[src/rtl/mant_div24_pkg.sv]
// ----------------------------------------------------------------------------
// mant_div_pkg : shared types and constants for the mantissa divider
// Rev 1.0
// ----------------------------------------------------------------------------
`default_nettype none

package mant_div_pkg;

  typedef enum logic [1:0] {
    IDLE = 2'd0,
    CALC = 2'd1,
    FIN  = 2'd2
  } div_state_t;

  localparam int DIV_W     = 24;
  localparam int DIV_QBITS = DIV_W + 1;
  localparam logic [DIV_QBITS-1:0] DIV_DZ_RESULT = '1;

endpackage

`default_nettype wire

[src/rtl/mant_div24_step.sv]
// ----------------------------------------------------------------------------
// mant_div_step : one restoring-division iteration (compare, subtract, shift)
// Rev 1.0
// ----------------------------------------------------------------------------
`default_nettype none

module mant_div_step
  import mant_div_pkg::*;
#(
  parameter int WIDTH = DIV_W
) (
  input  logic [WIDTH+1:0] rem,
  input  logic [WIDTH:0]   div,
  output logic [WIDTH+1:0] rem_next,
  output logic             qbit
);

  logic [WIDTH+2:0] w_diff;
  logic [WIDTH+1:0] w_sel;

  assign w_diff   = {1'b0, rem} - {2'b00, div};
  assign qbit     = ~w_diff[WIDTH+2];
  assign w_sel    = qbit ? w_diff[WIDTH+1:0] : rem;
  assign rem_next = w_sel << 1;

endmodule

`default_nettype wire

[src/rtl/mant_div24.sv]
// ----------------------------------------------------------------------------
// mant_div24 : iterative restoring divider, R = floor((A << 23) / B), 2.23
// Rev 1.0
// ----------------------------------------------------------------------------
`default_nettype none

module mant_div24
  import mant_div_pkg::*;
#(
  parameter int WIDTH = DIV_W
) (
  input  logic             CLK,
  input  logic             RESET,
  input  logic             START,
  input  logic [WIDTH-1:0] A,
  input  logic [WIDTH-1:0] B,
  output logic             BUSY,
  output logic             DONE,
  output logic [WIDTH:0]   R,
  output logic             STICKY,
  output logic             DZ
);

  localparam int QBITS = WIDTH + 1;
  localparam int CNT_W = $clog2(QBITS);

  div_state_t         r_state;
  logic [WIDTH+1:0]   r_rem;
  logic [WIDTH:0]     r_div;
  logic [QBITS-1:0]   r_q;
  logic [CNT_W-1:0]   r_cnt;
  logic               r_busy;
  logic               r_done;
  logic [QBITS-1:0]   r_r;
  logic               r_sticky;
  logic               r_dz;

  logic [WIDTH+1:0]   w_rem_next;
  logic               w_qbit;

  // Comparing against 2B gives the first quotient bit a weight of 2^24,
  // which is what places the result in 2.23 format.
  mant_div_step #(.WIDTH(WIDTH)) u_step (
    .rem      (r_rem),
    .div      (r_div),
    .rem_next (w_rem_next),
    .qbit     (w_qbit)
  );

  always_ff @(posedge CLK or negedge RESET) begin
    if (!RESET) begin
      r_state  <= IDLE;
      r_rem    <= '0;
      r_div    <= '0;
      r_q      <= '0;
      r_cnt    <= '0;
      r_busy   <= 1'b0;
      r_done   <= 1'b0;
      r_r      <= '0;
      r_sticky <= 1'b0;
      r_dz     <= 1'b0;
    end else begin
      r_done <= 1'b0;
      case (r_state)
        IDLE: begin
          // BUSY stays high through the DONE cycle, so a restart waits one more cycle
          if (r_busy) begin
            r_busy <= 1'b0;
          end else if (START) begin
            r_div   <= {B, 1'b0};
            r_rem   <= {2'b00, A};
            r_q     <= '0;
            r_cnt   <= CNT_W'(QBITS - 1);
            r_busy  <= 1'b1;
            r_state <= (B == '0) ? FIN : CALC;
          end
        end
        CALC: begin
          r_rem <= w_rem_next;
          r_q   <= {r_q[QBITS-2:0], w_qbit};
          r_cnt <= r_cnt - 1'b1;
          if (r_cnt == '0) r_state <= FIN;
        end
        FIN: begin
          r_done  <= 1'b1;
          r_state <= IDLE;
          if (r_div == '0) begin
            r_r      <= '1;
            r_sticky <= 1'b0;
            r_dz     <= 1'b1;
          end else begin
            r_r      <= r_q;
            r_sticky <= |r_rem;
            r_dz     <= 1'b0;
          end
        end
        default: r_state <= IDLE;
      endcase
    end
  end

  assign BUSY   = r_busy;
  assign DONE   = r_done;
  assign R      = r_r;
  assign STICKY = r_sticky;
  assign DZ     = r_dz;

endmodule

`default_nettype wire

[config.mk]
export PLATFORM = sky130hd
export DESIGN_NAME = mant_div24
export DESIGN_NICKNAME = d
export VERILOG_FILES = /design/src/rtl/mant_div24_pkg.sv /design/src/rtl/mant_div24_step.sv /design/src/rtl/mant_div24.sv
export SDC_FILE = /design/constraint.sdc
export NUM_CORES = 1
export LEC_CHECK = 0
export CORE_UTILIZATION = 58
export DETAILED_ROUTE_END_ITERATION = 12
export DONT_BUFFER_PORTS = 1
export GPL_TIMING_DRIVEN = 0
export PLACE_DENSITY_LB_ADDON = 0.25
export SYNTH_ARGS = -nofsm -noshare
export SYNTH_HDL_FRONTEND = slang
export SYNTH_HIERARCHICAL = 1
export SYNTH_SLANG_ARGS = --single-unit
[constraint.sdc]
create_clock -name CLK -period 2.5 [get_ports CLK]
set_input_delay 0.5 -clock CLK [delete_from_list [all_inputs] [get_ports CLK]]
set_output_delay 0.5 -clock CLK [all_outputs]
set_load 0.01 [all_outputs]
==> impl_metrics.csv, run 1 <==
group,metric,value,unit
critical_path,cp_slowest_stage_delay,470,ps
die,rows,38,
timing,finalCritPeriodShare,101,%
global_route,grt_max_degree,112,
timing,fin_ws,-18.5,ps
global_route,use_met3,7.14,%
critical_path,end_kind,"flip-flop",
global_route,grt_pass1_vias,5380,
clocking,cts.path.max_buffers,2,
logic_synthesis,synth_seq_area_share,42.9,%
timing,holdWs,-211,ps
critical_path,cp_cell_sequence,"ha_4 > a2111oi_1 > o21ai_1 > a21boi_2 > o21ai_2 > a21oi_2 > xor2_1 > o21ai_1 > mux2i_1 > o21ai_0",
finish,multi_input_area,3670,um2
finish,final_common_cell,"nand2_1",
placement,port_buffers,0,
placement,dp_hpwl,12100,um
timing,drv_slew,0,
timing,rsz0062_at_grt,"true",
critical_path,crit_required,2750,ps
timing,setup_viol,4,
timing,hold_viol,111,
timing,clock_skew,12.4,ps
critical_path,worst_path_most_repeated_cell,"o21ai_1",
flow_run,drv_cap,0,
clocking,clock-sinks,111,
logic_synthesis,netlist.area_leader.share,42.9,%
logic_synthesis,synth.cell_area,6480,um2
global_route,met2_usage,48.1,%
status,failed_checks,"hold timing, setup timing",
placement,place_inst,873,
clocking,clock_latency,390,ps
drt,drt_iter0_markers,512,
global_route,grt_usage,31.1,%
global_route,grt_pass1_wl,27300,um
critical_path,cp_slowest_cell,"dfrtp_1",
logic_synthesis,async_flop_share,100,%
drt,wl_per_cell,18.8,um
logic_synthesis,synth_nets,811,
die,dieArea,11600,um2
die,initial_utilization,59.8,%
logic_synthesis,yosysWarnings,6,
logic_synthesis,synth_top_cell_by_area,"dfrtp_1",
die,core_area,10800,um2
finish,area_delta_synth_final,13.6,%
logic_synthesis,syn-instance-count,733,
die,die_x,108,um
drt,drt-vias-per-instance,6.05,
clocking,cts_tree,"done",
drt,route.detailed.drc,0,
logic_synthesis,yosys.cell_types.count,63,
global_route,grt_overflow_total,0,
clocking,cts_root_buf,"clkbuf_8",
status,run_status,"finished, violations left",
logic_synthesis,ys_ff_latch,111,
critical_path,worstSetupPathType,"flip-flop to flip-flop",
finish,drive_above_1_share,18.8,%
critical_path,arrival,2770,ps
global_route,antenna_found_initial,0,
critical_path,cp_top_family,"compound AO/OA/AOI/OAI gates",
drt,ant_nets,0,
finish,diodes,0,
global_route,met1_usage,43.3,%
timing,maxSlewHeadroom,61.2,%
finish,nFillCells,864,
drt,vias,5527,
drt,wirelength,17200,um
timing,max_freq,397,MHz
finish,final_util,67.9,%
critical_path,critPathMaxFanout,5,
timing,period_needed,2520,ps
clocking,clk_pin_slew_worst_paths,100,ps
critical_path,start_kind,"flip-flop",
drt,drt_first_pass_iters,5,
timing,worst_slew_pin_slew,582,ps
finish,nets,846,
placement,gp_congestion,0.991,
logic_synthesis,synth_edf_count,0,
global_route,top_usage_layer,"met2",
die,pin_count,80,
logic_synthesis,synth.avg_cell_area,8.84,um2
critical_path,cp.buffers_inverters,0,
die,die_h,108,um
finish,seq_area,2780,um2
finish,layout_common_cells,"nand2_1 (146), dfrtp_1 (107), nor2_1 (69)",
logic_synthesis,synthFlopType,"dfrtp_1",
finish,stdcell_count,913,
clocking,h-tree-depth,3,
clocking,numCtsBuffers,9,
logic_synthesis,synth_area_leaders,"dfrtp_1 (43%), nand2_1 (8.8%), ha_1 (5.0%)",
min_path,hold_path.class,"input port to asynchronous set/reset pin",
[per-stage QoR]
step                setup slack, ps  hold WS [ps]  instance area, um2  setup TNS [ps]
detailed placement             -312           208                6660           -4040
floorplan                       142           204                6480               0
CTS                           -20.6          -228                7200           -40.8
global route                   -203          -245                7360           -2380
finish                        -18.5          -211                7360           -52.2
global placement               -264           207                6660           -2390
[registers in the layout, indices dropped and copies added (netlist names)]
register / count
DONE: 1
r_q: 25
r_div: 24
r_rem: 26
r_cnt: 5
r_state: 2
STICKY: 1
BUSY: 1
R: 25
DZ: 1
[synth_stat cells, types with 3 or more instances]
master      n
a21oi_2     4
nand2b_1    4
mux2i_1    25
nor4_2      4
o21ai_1    18
xnor2_1    15
nor3_1      6
buf_2      12
dfrtp_1   111
inv_1      38
a21oi_1    52
a221oi_1    3
nand4_1     8
or3_1       3
xor2_1      7
nor4_1     15
and3_1      3
buf_4       5
o211ai_1    3
nand2_1   152
nor2_1     70
ha_1       26
o21ai_2    12
buf_6       4
a22o_1     27
clkbuf_1   13
nor2b_1     3
o21ai_0    40
o21bai_1    8
[cell families after synthesis]
kind of cell | share of synthesized area (%)
other | 0.116
buffers and inverters | 5.73
DFF | 42.9
xor gates and xnor gates | 2.97
and+or+nand+nor | 19.2
AOI/OAI and AO/OA | 19.3
adders and majority gates | 5.33
muxes | 4.50
[routing by layer]
metal	wire, um	vias up
met4	252	0
met1	7650	2697
met2	7940	211
li1	-	2599
met5	0	-
met3	1350	20
[final cells by class]
cell class	count	area share, %
Buffer	36	3.09
Clock buffer	12	1.97
Clock inverter	4	0.408
Inverter	40	2.04
Multi-Input combinational cell	546	49.8
Sequential cell	111	37.8
Tap cell	140	2.38
Timing Repair Buffer	24	2.45
[what timing repair did]
action	4_1_cts	5_1_grt
hold endpoints to repair	111	111
cloned	0	0
setup endpoints to repair	25	25
buffers inserted	19	5
resized for setup	45	31
pin swaps	14	17
[final timing paths]
| kind | slack (ps) | cells after the start | end | start |
|---|---|---|---|---|
| worst max-delay path | -20 | 10 | r_rem[17]$_DFFE_PN0P_ | r_rem[7]$_DFFE_PN0P_ |
| worst min-delay path | -210 | 0 | r_rem[4]$_DFFE_PN0P_ | RESET |
| worst max register to register | -20 | 10 | r_rem[17]$_DFFE_PN0P_ | r_rem[7]$_DFFE_PN0P_ |
| worst min register to register | 520 | 2 | r_div[24]$_DFFE_PN0P_ | r_div[24]$_DFFE_PN0P_ |
| max in group asynchronous | 2560 | 0 | r_rem[21]$_DFFE_PN0P_ | RESET |
| min in group CLK | 220 | 2 | r_div[6]$_DFFE_PN0P_ | B[5] |
Power of run 1 is not shown: default switching activity piles up to over one toggle a cycle in this logic, so the estimate is an artifact.
==> run 2, diff against run 1 <==
CORE_MARGIN = 1   (was not set)
GPL_TIMING_DRIVEN = not set   (was 0)
SKIP_CTS_REPAIR_TIMING = 1   (was not set)
==> run 2 against run 1 <==
Net effect: flip-flop and latch count stayed put; critical path type unchanged; highest routed layer unchanged; first-iteration DRC count down 21%; the run ends with hold timing left; global-route usage is 1.7 points lower; routed wire length decreased by 3.6%; sequential share of layout area fell by 1.3 points; critical endpoint is now r_rem[16]$_DFFE_PN0P_.
==> impl_metrics.csv, run 2 (synthesis results as in run 1) <==
group,metric,value,unit
timing,setup_viol,0,
drt,drt_iter0_markers,403,
drt,top_layer_used,"met4",
flow_run,drv_cap,0,
timing,max_freq,402,MHz
drt,route.detailed.drc,0,
critical_path,cp_cell_sequence,"inv_1 > ha_4 > a21o_1 > a21oi_2 > a2111oi_4 > o211a_1 > or3_4 > xnor2_1 > o21ai_1 > mux2i_1 > o21ai_1",
die,pin_count,80,
clocking,cts_root_buf,"clkbuf_8",
critical_path,critPathMaxFanout,4,
global_route,grt_pass1_vias,5134,
critical_path,r2r_setup_slack,10,ps
critical_path,startpoint,"r_div[3]$_DFFE_PN0P_",
placement,pre_cts_ws,-82.0,ps
die,initial_utilization,59.8,%
critical_path,r2r_cells,11,
critical_path,worst_path_most_repeated_cell,"o21ai_1",
die,core_area,10800,um2
die,dieArea,11600,um2
drt,dr_wl_met3,865,um
finish,drive_above_1_share,23.3,%
finish,area_delta_synth_final,17.4,%
timing,finalSetupTns,0,ps
global_route,antenna_found_initial,0,
clocking,cts.path.max_buffers,2,
timing,period_needed,2490,ps
placement,port_buffers,0,
timing,maxSlewHeadroom,38.1,%
finish,layout_common_cells,"nand2_1 (148), dfrtp_1 (109), nor2_1 (69)",
timing,drv_slew,0,
global_route,grt_overflow_total,0,
drt,vias,5452,
timing,finalCritPeriodShare,99.4,%
clocking,clock-sinks,111,
finish,largest_register_ffs,26,
timing,holdWs,-219,ps
clocking,clock_latency,400,ps
drt,drt-met1-wl,7880,um
placement,gp_congestion,0.944,
drt,met2WireLength,7600,um
global_route,grt_usage,29.4,%
drt,ant_nets,0,
finish,nets,859,
finish,final_common_cell,"nand2_1",
timing,fin_ws,14.9,ps
status,failed_checks,"hold timing",
clocking,cts_tree,"done",
critical_path,crit_required,2770,ps
finish,stdcell_count,926,
timing,rsz0062_at_grt,"true",
placement,place_inst,896,
die,die_x,108,um
critical_path,cp_slowest_cell,"dfrtp_1",
status,run_status,"finished, violations left",
critical_path,end_kind,"flip-flop",
drt,wl_per_cell,17.9,um
critical_path,start_kind,"flip-flop",
clocking,h-tree-depth,3,
timing,hold_viol,111,
global_route,grt_max_degree,112,
clocking,numCtsBuffers,9,
critical_path,arrival,2750,ps
die,rows,38,
finish,registers.top_by_ff_count,"r_rem",
min_path,hold_path.class,"input port to asynchronous set/reset pin",
drt,drt_first_pass_iters,5,
die,die_h,108,um
timing,worst_slew_pin_slew,928,ps
placement,dp_hpwl,11900,um
critical_path,r2r_start,"r_div[3]$_DFFE_PN0P_",
critical_path,crit_path_end,"r_rem[16]$_DFFE_PN0P_",
timing,clock_skew,17.0,ps
critical_path,rr_endpoint,"r_rem[16]$_DFFE_PN0P_",
drt,drt-vias-per-instance,5.89,
critical_path,worstSetupPathType,"flip-flop to flip-flop",
global_route,grt_pass1_wl,26000,um
drt,wirelength,16600,um
critical_path,cp_slowest_stage_delay,450,ps
clocking,clk_pin_slew_worst_paths,110,ps
finish,diodes,0,
run 2: layer usage:
metal	vias up	GRT usage (%)
met5	-	0
met4	0	8.71
met3	19	5.75
met2	161	44.1
met1	2640	42.9
li1	2632	-
run 2: how the worst min path moves through the flow:
stage                     startpoint                    end  cells after the start
after floorplan                RESET       BUSY$_DFFE_PN0N_                      0
after global placement         RESET   r_rem[8]$_DFFE_PN0P_                      0
after detailed placement       RESET   r_rem[8]$_DFFE_PN0P_                      0
after CTS                      RESET  r_rem[10]$_DFFE_PN0P_                      0
after global routing           RESET       R[6]$_DFFE_PN0P_                      0
final                          RESET  r_rem[10]$_DFFE_PN0P_                      0
run 2: layout make-up:
cell class / count / area [um2]
multi-input combinational: 546 / 3700
sequential: 111 / 2780
fill: 862 / 3230
clock buffer: 9 / 124
inverter: 40 / 150
tap: 140 / 175
timing repair buffer: 73 / 601
clock inverter: 7 / 77.6
run 2: worst max-delay path: cells and delay by family, from the launching register on:
family	cells	cell delay (ps)
muxes	1	140
AOI/OAI and AO/OA	6	870
DFF	1	450
adders and majority gates	1	220
xor gates and xnor gates	1	170
buffers and inverters	1	140
and+or+nand+nor	1	370
run 2: through the flow:
| stage | util (%) | cell area [um2] | hold WS [ps] |
|---|---|---|---|
| CTS | 65.8 | 7130 | -240 |
| global placement | 63.9 | 6930 | 207 |
| floorplan | - | 6480 | 204 |
| finish | 70.2 | 7610 | -219 |
| global route | 70.2 | 7610 | -251 |
| detailed placement | 63.9 | 6930 | 207 |
Power of run 2 is left out for the same reason.
